<file path="src/rtl/ifu_pkg.sv">
// Shared types and constants for the instruction fetch unit.
package ifu_pkg;

    // Fetch sequencer states.
    typedef enum logic [2:0] {
        IDLE = 3'd0,
        REQ  = 3'd1,
        WAIT = 3'd2,
        HOLD = 3'd3,
        DROP = 3'd4
    } ifu_state_e;

    // Instruction word presented alongside a fetch fault.
    localparam logic [31:0] FETCH_FAULT_INST = 32'h0000_0000;

    // True when the PC is not on a 32-bit word boundary.
    function automatic logic is_misaligned(input logic [31:0] pc);
        return (pc[1:0] != 2'b00);
    endfunction

endpackage

</file>
<file path="src/rtl/ifu_wdt.sv">
// Response watchdog: counts cycles spent waiting for a memory response.
module ifu_wdt #(
    parameter int unsigned TIMEOUT_CYCLES = 255
) (
    input  logic clk,
    input  logic rst,
    input  logic i_clear,
    input  logic i_enable,
    output logic o_expire_c
);

    localparam int unsigned CNT_W = $clog2(TIMEOUT_CYCLES + 1);
    localparam logic [CNT_W-1:0] CNT_MAX = CNT_W'(TIMEOUT_CYCLES);
    localparam logic [CNT_W-1:0] CNT_EXP = CNT_W'(TIMEOUT_CYCLES - 1);

    logic [CNT_W-1:0] r_count;

    // Saturating counter, cleared when a new request is accepted.
    always_ff @(posedge clk) begin
        if (rst || i_clear) begin
            r_count <= '0;
        end else if (i_enable && (r_count != CNT_MAX)) begin
            r_count <= r_count + CNT_W'(1);
        end
    end

    // Last waiting cycle before the fetch is declared lost.
    assign o_expire_c = (r_count == CNT_EXP);

endmodule

</file>
<file path="src/rtl/ifu_fetch.sv">
// Instruction fetch unit: one memory read per core PC, buffered and handed
// to the core over a valid/ready handshake, with flush, misalignment and timeout.
module ifu_fetch
    import ifu_pkg::*;
#(
    parameter int unsigned TIMEOUT_CYCLES = 255
) (
    input  logic        clk,
    input  logic        rst,
    input  logic [31:0] pc_i,
    input  logic        pc_valid_i,
    input  logic        flush_i,
    output logic        mem_req_valid_o,
    output logic [31:0] mem_req_addr_o,
    input  logic        mem_req_ready_i,
    input  logic        mem_rsp_valid_i,
    input  logic [31:0] mem_rsp_data_i,
    input  logic        mem_rsp_err_i,
    output logic        inst_valid_o,
    input  logic        inst_ready_i,
    output logic [31:0] inst_o,
    output logic [31:0] inst_pc_o,
    output logic        inst_err_o
);

    ifu_state_e  r_state;
    logic        r_req_valid;
    logic [31:0] r_addr;
    logic        r_inst_valid;
    logic [31:0] r_inst;
    logic [31:0] r_inst_pc;
    logic        r_inst_err;

    logic        w_accept;
    logic        w_req_hs;
    logic        w_wait;
    logic        w_expire;

    assign w_accept = r_inst_valid & inst_ready_i & ~flush_i;
    assign w_req_hs = (r_state == REQ) & mem_req_ready_i;
    assign w_wait   = (r_state == WAIT);

    ifu_wdt #(
        .TIMEOUT_CYCLES (TIMEOUT_CYCLES)
    ) u_wdt (
        .clk        (clk),
        .rst        (rst),
        .i_clear    (w_req_hs),
        .i_enable   (w_wait),
        .o_expire_c (w_expire)
    );

    // Fetch sequencer with its request, address and instruction buffers.
    always_ff @(posedge clk) begin
        if (rst) begin
            r_state      <= IDLE;
            r_req_valid  <= 1'b0;
            r_addr       <= 32'h0;
            r_inst_valid <= 1'b0;
            r_inst       <= 32'h0;
            r_inst_pc    <= 32'h0;
            r_inst_err   <= 1'b0;
        end else begin
            case (r_state)
                IDLE: begin
                    if (!flush_i && pc_valid_i) begin
                        if (is_misaligned(pc_i)) begin
                            r_inst_pc    <= pc_i;
                            r_inst       <= FETCH_FAULT_INST;
                            r_inst_err   <= 1'b1;
                            r_inst_valid <= 1'b1;
                            r_state      <= HOLD;
                        end else begin
                            r_addr      <= pc_i;
                            r_req_valid <= 1'b1;
                            r_state     <= REQ;
                        end
                    end
                end
                REQ: begin
                    if (flush_i) begin
                        // An accepted request still owes a response that must be absorbed.
                        r_req_valid <= 1'b0;
                        r_state     <= mem_req_ready_i ? DROP : IDLE;
                    end else if (mem_req_ready_i) begin
                        r_req_valid <= 1'b0;
                        r_state     <= WAIT;
                    end
                end
                WAIT: begin
                    if (flush_i) begin
                        r_state <= mem_rsp_valid_i ? IDLE : DROP;
                    end else if (mem_rsp_valid_i) begin
                        r_inst_pc    <= r_addr;
                        r_inst       <= mem_rsp_err_i ? FETCH_FAULT_INST : mem_rsp_data_i;
                        r_inst_err   <= mem_rsp_err_i;
                        r_inst_valid <= 1'b1;
                        r_state      <= HOLD;
                    end else if (w_expire) begin
                        r_inst_pc    <= r_addr;
                        r_inst       <= FETCH_FAULT_INST;
                        r_inst_err   <= 1'b1;
                        r_inst_valid <= 1'b1;
                        r_state      <= HOLD;
                    end
                end
                HOLD: begin
                    if (flush_i || w_accept) begin
                        r_inst_valid <= 1'b0;
                        r_state      <= IDLE;
                    end
                end
                DROP: begin
                    if (mem_rsp_valid_i) begin
                        r_state <= IDLE;
                    end
                end
                default: begin
                    r_state <= IDLE;
                end
            endcase
        end
    end

    assign mem_req_valid_o = r_req_valid;
    assign mem_req_addr_o  = r_addr;
    assign inst_valid_o    = r_inst_valid;
    assign inst_o          = r_inst;
    assign inst_pc_o       = r_inst_pc;
    assign inst_err_o      = r_inst_err;

endmodule
</file>
<file path="config.mk">
export PLATFORM = sky130hd
export DESIGN_NAME = ifu_fetch
export DESIGN_NICKNAME = d
export VERILOG_FILES = /design/src/rtl/ifu_pkg.sv /design/src/rtl/ifu_wdt.sv /design/src/rtl/ifu_fetch.sv
export SDC_FILE = /design/constraint.sdc
export NUM_CORES = 1
export LEC_CHECK = 0
export BUFFER_PORTS_ARGS = -buffer_cell sky130_fd_sc_hd__clkbuf_2
export CORE_MARGIN = 3
export CORE_UTILIZATION = 46
export CTS_CLUSTER_DIAMETER = 80
export DETAILED_ROUTE_END_ITERATION = 8
export HOLD_SLACK_MARGIN = 0.06
export PLACE_DENSITY = 0.76
export SLEW_MARGIN = 10
export SYNTH_ARGS = -nofsm -noshare
export SYNTH_HDL_FRONTEND = slang
export SYNTH_SLANG_ARGS = --single-unit
</file>
<file path="constraint.sdc">
create_clock -name clk -period 2.1 [get_ports clk]
set_input_delay 0 -clock clk [delete_from_list [all_inputs] [get_ports clk]]
set_output_delay 0 -clock clk [all_outputs]
set_load 0.005 [all_outputs]
</file>
==> flow_summary.json, run 1 <==
{
  "critical_path.endpoint": "inst_o[30]",
  "crit_slowest_cell": "a211oi_4",
  "final_cells": 894,
  "nets": 832,
  "syn-num-nets": 613,
  "synthArstFlopShare_pct": 0,
  "min_period_ns": 1.98,
  "synth_edf_count": 0,
  "p_sw_mw": 1.82,
  "power_density_nw_per_um2": 804,
  "combPwrFrac_pct": 27.7,
  "cp.depth": 6,
  "dieWidth_um": 106,
  "crit_family": "compound AO/OA/AOI/OAI gates",
  "hold_viol": 0,
  "worstMarginPinSlew_ns": 0.853,
  "grt-ovfl-total": 0,
  "finalSetupViolCount": 0,
  "gp_congestion": 0.882,
  "place_inst": 808,
  "fp.dieH_um": 106,
  "r2r_end": "inst_o[30]",
  "p_sw_share_pct": 34.7,
  "yosysTopAreaCell": "dfxtp_1",
  "r2r_slack_ns": 0.12,
  "yosysMostFrequentCell": "dfxtp_1",
  "netlist_area_sq_um": 4600,
  "internal-power_mw": 3.42,
  "max_freq_mhz": 505,
  "clkLatencyLatePin_ns": 0.39,
  "fp.dieArea_sq_um": 11200,
  "grt_pass1_wl_um": 24800,
  "root_buffer": "clkbuf_8",
  "syn_area_per_cell_sq_um": 8.54,
  "io_buffers": 170,
  "floorplan.io_pins": 171,
  "drt_wl_total_um": 15600,
  "status": "completed",
  "final_area_sq_um": 6520,
  "p_total_mw": 5.24,
  "startpoint": "u_wdt.r_count[0]",
  "grt_usage_pct": 27.0,
  "synthTopCellsByCount": "dfxtp_1 (110), nand3_1 (99), nand2_1 (92), a21oi_1 (37), a22o_1 (32)",
  "start_util_pct": 48.7,
  "core.rowCount": 35,
  "vias_per_cell": 5.84,
  "grt_use_met3_pct": 4.43,
  "cp-start-kind": "flop",
  "antenna_left": 0,
  "avgRoutedWirePerCell_um": 17.5,
  "drt_iter0_drc": 450,
  "cts-htree-levels": 3,
  "synth_top_area_share_pct": 47.8,
  "numCtsBuffers": 9,
  "firstDrtPassIters": 5,
  "core_area_sq_um": 9460,
  "hold_class": "in -> reg",
  "cts_tree": "done",
  "grtUsageMet2_pct": 46.7,
  "crit_path_max_incr_delay_ns": 0.77,
  "finClkSkew_ns": 0.0147,
  "ys_ff_latch": 110,
  "final_core_util_pct": 68.9,
  "cap_violations": 0,
  "top_usage_layer": "met2",
  "drcViolationCount": 0,
  "rsz0062_at_grt": "false",
  "ys.flop_type": "dfxtp_1",
  "met1_usage_pct": 32.5,
  "rr_worst_depth": 6,
  "grt_max_degree": 40,
  "route.vias.total": 5225,
  "syn2layout_area_growth_pct": 41.6,
  "crit_chain": "inv_1 > ha_1 > nand3_1 > o21ai_2 > a211oi_4 > a22o_1",
  "ys_warn_count": 0,
  "p_leak_nw": 2.62,
  "crit_fanout": 16,
  "antenna_found_initial": 1,
  "r2r-start": "u_wdt.r_count[0]",
  "arrival_ns": 2.32,
  "worstSetupPathType": "reg -> reg",
  "yosysSeqAreaShare_pct": 47.8,
  "drive_gt1_share_pct": 28.8,
  "grt_pass1_vias": 5029,
  "drv_slew": 0,
  "cts_sinks": 110,
  "power_frac_seq_pct": 47.5,
  "placed_area_sq_um": 5590,
  "synthCells": 539,
  "clockPowerShare_pct": 24.8,
  "worst-path-buf-inv": 1,
  "slew_headroom_pct": 43.0,
  "ir_drop_mv": 0.419,
  "cts.clk_slew.worst_paths_ns": 0.12,
  "period_share_pct": 94.3,
  "cp.required_ns": 2.44,
  "clockBufferDepth": 2,
  "place_hpwl_um": 9420,
  "synthTopCellsByArea": "dfxtp_1 (48%), nand3_1 (11%), nand2_1 (7.5%)",
  "cp-end-kind": "flop",
  "synthDistinctLibCells": 54
}
## repair_timing
action | in CTS | in global routing
pin swaps | 1 | 0
setup endpoints to repair | 32 | 27
cloned | 1 | 0
endpoints found under the hold margin | 96 | 0
buffers inserted | 0 | 0
gates resized for setup | 1 | 7
hold buffers | 67 | 0
## power groups by stage
stage / combinational, mW / sequential, mW / clock, mW
floorplan: 0.785 / 2.50 / 0
global placement: 1.26 / 2.52 / 0
detailed placement: 1.29 / 2.53 / 0
CTS: 1.41 / 2.48 / 1.31
global route: 1.57 / 2.52 / 1.39
finish: 1.45 / 2.49 / 1.30
## layout make-up
type / instances / area [sq um]
Tap cell: 129 / 161
Inverter: 5 / 18.8
Timing Repair Buffer: 258 / 1710
Fill cell: 746 / 2940
Multi-Input combinational cell: 374 / 2220
Antenna cell: 2 / 5.00
Clock inverter: 7 / 78.8
Clock buffer: 9 / 124
Sequential cell: 110 / 2200
## per-layer routing
metal	wire length [um]	part of all wire, %
met5	0	0
met1	6030	39
met4	667	4.3
met2	7840	50
met3	1100	7.0
## tightest hold or removal path, stage by stage
cell and delay (ns):
clkbuf_2 0.11, and3_1 0.17, a31oi_1 0.05, a31oi_1 0.11
## worst min path at each step
stage | depth (start not counted) | from | endpoint
after floorplan | 1 | mem_rsp_valid_i | inst_err_o
after global placement | 2 | mem_rsp_data_i[15] | inst_o[15]
after detailed placement | 2 | mem_rsp_data_i[29] | inst_o[29]
after CTS | 4 | pc_i[1] | inst_pc_o[1]
after global routing | 4 | pc_i[1] | inst_pc_o[1]
final | 4 | pc_i[1] | inst_pc_o[1]
## cell families after synthesis
family          share of synthesized area [%]
xor+xnor                                0.571
flops                                    47.8
simple gates                             24.0
buf+inv                                  5.25
compound gates                           21.3
fa+ha+maj                               0.544
mux                                     0.462
## sequential cells by signal, summed over array words and instances (netlist names)
name	flops
inst_pc_o	32
mem_req_addr_o	32
r_state	3
mem_req_valid_o	1
inst_o	32
inst_valid_o	1
inst_err_o	1
u_wdt.r_count	8
## cells in the final DEF (no fill, tap or decap), types with 12 or more instances in the layout
| master | instances |
|---|---|
| clkbuf_2 | 170 |
| nand2_1 | 92 |
| dfxtp_1 | 109 |
| a21oi_1 | 37 |
| buf_4 | 17 |
| dlygate4sd3_1 | 67 |
| a41oi_1 | 31 |
| nor2_1 | 12 |
| nand3_1 | 99 |
| a22o_1 | 32 |
## metrics by stage
| stage | setup WS [ns] | hold WS, ns | setup TNS (ns) |
|---|---|---|---|
| 4_1_cts | 0.0280 | 0.0836 | 0 |
| 5_1_grt | 0.0151 | 0.127 | 0 |
| 6_report | 0.119 | 0.0855 | 0 |
| 2_1_floorplan | 0.308 | 0.115 | 0 |
| 3_3_place_gp | -0.00240 | 0.210 | -0.0298 |
| 3_5_place_dp | -0.141 | 0.214 | -3.81 |
No activity file was read; power rests on OpenSTA's default activity.
==> inputs of run 2 (changes only) <==
Settings changed: CORE_ASPECT_RATIO set to 1.2.
==> run 2 against run 1 <==
  * Wire length down 2.1%
  * Count of clock-buffer cells in the layout is 2 higher
  * Die area hardly changed
  * Combinational power about the same
  * Critical path depth fell by 1
  * Cell area rose by 1.8%
  * Sequential share of layout area decreased by 0.63 points
  * Global-route usage about the same
  * Clock power grew 42%
  * Critical path type unchanged
  * Power up 10%
==> flow_summary.json, run 2 (synthesis results as in run 1) <==
{
  "status": "completed",
  "nFillCells": 729,
  "worstSetupPathType": "reg -> reg",
  "placed_area_sq_um": 5600,
  "final_cells": 886,
  "nets": 832,
  "cts_sinks": 110,
  "floorplan.io_pins": 171,
  "min_from": "pc_valid_i",
  "cts_tree": "done",
  "power_density_nw_per_um2": 871,
  "cap_violations": 0,
  "avgRoutedWirePerCell_um": 17.3,
  "antenna_found_initial": 0,
  "root_buffer": "clkbuf_16",
  "crit_fanout": 24,
  "dpl_worst_slack_ns": -0.122,
  "antenna_left": 0,
  "core.rowCount": 39,
  "drt_iter0_drc": 330,
  "cp-end-kind": "flop",
  "period_share_pct": 93.4,
  "core_area_sq_um": 9660,
  "startpoint": "r_state[1]",
  "clockBufferDepth": 2,
  "route.met2.wl_um": 7640,
  "drt_wl_total_um": 15300,
  "dieWidth_um": 97.3,
  "drv_slew": 0,
  "fp.dieArea_sq_um": 11200,
  "place_hpwl_um": 9390,
  "min_period_ns": 1.96,
  "vias_per_cell": 5.77,
  "slew_headroom_pct": 46.4,
  "firstDrtPassIters": 5,
  "fp.dieH_um": 116,
  "worstMarginPinSlew_ns": 0.802,
  "hold_viol": 0,
  "r2r-start": "r_state[1]",
  "io_buffers": 170,
  "mostFrequentLayoutCell": "clkbuf_2",
  "drive_gt1_share_pct": 28.6,
  "topRoutingLayerUsed": "met4",
  "cts_setup_buffers": 0,
  "layout_common_cells": "clkbuf_2 (170), dfxtp_1 (110), nand3_1 (99)",
  "numCtsBuffers": 9,
  "cp-start-kind": "flop",
  "fin_ws_ns": 0.139,
  "p_total_mw": 5.78,
  "max_freq_mhz": 510,
  "hold_slack_ns": 0.143,
  "clkLatencyLatePin_ns": 0.34,
  "grt_pass1_wl_um": 24900,
  "cp.required_ns": 2.31,
  "hold_class": "in -> reg",
  "finClkSkew_ns": 0.00917,
  "p_leak_nw": 2.69,
  "route.vias.total": 5109,
  "final_area_sq_um": 6640,
  "met3WireLength_um": 1160,
  "final_core_util_pct": 68.7,
  "place_inst": 802,
  "drcViolationCount": 0,
  "rsz0062_at_grt": "false",
  "arrival_ns": 2.17,
  "grt-ovfl-total": 0,
  "ir_drop_mv": 0.550,
  "insertedDiodeCount": 0,
  "syn2layout_area_growth_pct": 44.2,
  "start_util_pct": 47.6,
  "gp_congestion": 0.916,
  "grt_usage_pct": 27.0,
  "wl_met1_um": 6270,
  "fin_setup_tns_ns": 0,
  "cts.clk_slew.worst_paths_ns": 0.07,
  "cts-htree-levels": 3,
  "grt_max_degree": 43,
  "grt_pass1_vias": 4967,
  "finalSetupViolCount": 0
}
-- run 2: layout make-up --
class	instances	area, sq um	area share [%]
clock buffers	11	243	3.66
clock inverters	5	81.3	1.23
inverters	5	18.8	0.283
multi-input cells	374	2230	33.5
flip-flops and latches	110	2200	33.2
well taps	123	154	2.32
repair buffers	258	1710	25.8
-- run 2: power breakdown --
group | switching [mW] | internal, mW
registers | 0.178 | 2.30
logic | 0.799 | 0.654
clock network | 0.765 | 1.08
-- run 2: worst max-delay path, cell delays in order (launching register included) --
cell and delay [ns]:
dfxtp_1 0.37, or4_4 0.56, or2_2 0.41, buf_4 0.25, nand3_1 0.11, a41oi_1 0.12
-- run 2: repair_timing --
action	in CTS	in global routing
gates cloned	1	0
gates resized for setup	1	4
setup endpoints to repair	32	7
pin swaps	1	1
hold buffers	67	0
hold endpoints to repair	95	0
-- run 2: final timing paths --
check | end | slack, ns | cells after the start
max reg2reg | inst_pc_o[6] | 0.14 | 5
min | inst_pc_o[1] | 0.14 | 4
min reg2reg | mem_req_addr_o[7] | 0.48 | 2
max | inst_pc_o[6] | 0.14 | 5
-- run 2: per-layer routing --
metal / global-route usage (%) / vias to the layer above
met5: 0 / -
met2: 47.1 / 222
met4: 8.59 / 0
met1: 33.5 / 2442
met3: 6.14 / 26
li1: - / 2419
==> inputs of run 3 (changes only) <==
Settings changed: CTS_BUF_LIST set to sky130_fd_sc_hd__clkbuf_4 sky130_fd_sc_hd__clkbuf_8 sky130_fd_sc_hd__clkbuf_16.
==> run 3 against run 2 <==
  * First-iteration DRC count down 9.4%
  * Register-to-register slack about the same
  * Cell area about the same
  * Combinational power about the same
  * Critical endpoint unchanged
  * Non-clock buffer count unchanged
  * Clock power about the same
  * Count of clock-buffer cells in the layout unchanged
  * Final cell count unchanged
  * Setup slack better by 0.0037 ns
  * Fmax up 0.19%
  * Wire length up 0.17%
  * Via count up 0.20%
==> flow_summary.json, run 3 (synthesis results as in run 1) <==
{
  "status": "completed",
  "hold_viol": 0,
  "crit_fanout": 24,
  "fp.dieH_um": 116,
  "finClkSkew_ns": 0.00940,
  "place_inst": 802,
  "worstMarginPinSlew_ns": 0.812,
  "fin_setup_tns_ns": 0,
  "syn2layout_area_growth_pct": 44.3,
  "finalSetupViolCount": 0,
  "cts_sinks": 110,
  "worstSetupPathType": "reg -> reg",
  "start_util_pct": 47.6,
  "dieWidth_um": 97.3,
  "core.rowCount": 39,
  "antenna_left": 0,
  "gp_congestion": 0.916,
  "p_sw_mw": 1.74,
  "vias_per_cell": 5.78,
  "dpl_worst_slack_ns": -0.122,
  "route.vias.total": 5119,
  "layout_common_cells": "clkbuf_2 (170), dfxtp_1 (110), nand3_1 (99)",
  "drt_iter0_drc": 299,
  "multi_input_area_sq_um": 2230,
  "insertedDiodeCount": 0,
  "numCtsBuffers": 9,
  "min_period_ns": 1.96,
  "fin_ws_ns": 0.143,
  "place_hpwl_um": 9390,
  "grt-ovfl-total": 0,
  "crit_chain": "or4_4 > or2_2 > buf_4 > nand3_1 > a41oi_1",
  "root_buffer": "clkbuf_16",
  "floorplan.io_pins": 171,
  "nets": 832,
  "clockBufferDepth": 2,
  "max_freq_mhz": 511,
  "p_leak_nw": 2.70,
  "hold_slack_ns": 0.144,
  "clockPowerShare_pct": 32.1,
  "mostFrequentLayoutCell": "clkbuf_2",
  "crit_slowest_cell": "or4_4",
  "cts.clk_slew.worst_paths_ns": 0.07,
  "io_buffers": 170,
  "drt_wl_total_um": 15300,
  "combPwrFrac_pct": 25.1,
  "p_sw_share_pct": 30.1,
  "ir_drop_mv": 0.551,
  "avgRoutedWirePerCell_um": 17.3,
  "arrival_ns": 2.17,
  "core_area_sq_um": 9660,
  "power_density_nw_per_um2": 872,
  "drive_gt1_share_pct": 28.7,
  "drv_slew": 0,
  "grt_pass1_wl_um": 24900,
  "period_share_pct": 93.2,
  "p_total_mw": 5.79,
  "cp-end-kind": "flop",
  "cp-start-kind": "flop",
  "drcViolationCount": 0,
  "final_cells": 886,
  "nFillCells": 729,
  "power_frac_seq_pct": 42.8,
  "slew_headroom_pct": 45.7,
  "cts-htree-levels": 3,
  "hold_class": "in -> reg",
  "internal-power_mw": 4.05,
  "grt_pass1_vias": 4967,
  "cts_tree": "done",
  "cap_violations": 0,
  "cts_setup_buffers": 0,
  "grt_max_degree": 43,
  "ff_latch_area_sq_um": 2200,
  "grt_usage_pct": 27.0,
  "fp.dieArea_sq_um": 11200,
  "firstDrtPassIters": 4,
  "rsz0062_at_grt": "false",
  "cp.required_ns": 2.31,
  "antenna_found_initial": 0,
  "crit_path_max_incr_delay_ns": 0.56,
  "clkLatencyLatePin_ns": 0.34
}
## run 3: power by group through the flow
stage / clock network (mW) / logic, mW / registers, mW
6_report: 1.86 / 1.45 / 2.48
5_1_grt: 1.97 / 1.60 / 2.51
4_1_cts: 1.90 / 1.43 / 2.47
3_5_place_dp: 0 / 1.31 / 2.51
3_3_place_gp: 0 / 1.28 / 2.51
2_1_floorplan: 0 / 0.785 / 2.50
## run 3: per-layer routing
| layer | vias up | global-route usage, % | wire length (um) |
|---|---|---|---|
| li1 | 2417 | - | - |
| met1 | 2441 | 33.5 | 6270 |
| met2 | 237 | 47.1 | 7610 |
| met3 | 24 | 6.14 | 1220 |
| met4 | 0 | 8.59 | 233 |
| met5 | - | 0 | 0 |
## run 3: worst paths after layout
path,start,end,slack (ns),cells past startpoint
setup / recovery,r_state[1],inst_pc_o[6],0.14,5
hold / removal,pc_valid_i,inst_pc_o[1],0.14,4
setup reg to reg,r_state[1],inst_pc_o[6],0.14,5
hold reg to reg,mem_req_addr_o[7],mem_req_addr_o[7],0.48,2
## run 3: through the flow
step | instance area, sq um | utilization (%)
after floorplan | 4600 | -
after global placement | 5600 | 58.0
after detailed placement | 5600 | 58.0
after CTS | 6620 | 68.5
after global routing | 6640 | 68.7
final | 6640 | 68.7
## run 3: timing repair
item,in CTS,in global routing
pin swaps,1,1
cloned,1,0
setup endpoints to repair,32,7
gates resized for setup,1,4
hold endpoints to repair,95,0
hold buffers,67,0
## run 3: worst max-delay path, delay by kind of cell (launching register included)
family | cells | cell delay, ns
and+or+nand+nor | 3 | 1.08
DFF | 1 | 0.37
buffers and inverters | 1 | 0.25
AOI/OAI and AO/OA | 1 | 0.12
## run 3: layout make-up
class                   instances  area share, %
flip-flops and latches        110           33.2
repair buffers                258           25.8
clock inverters                 5           1.22
well taps                     123           2.32
inverters                       5          0.283
clock buffers                  11           3.71
multi-input cells             374           33.5
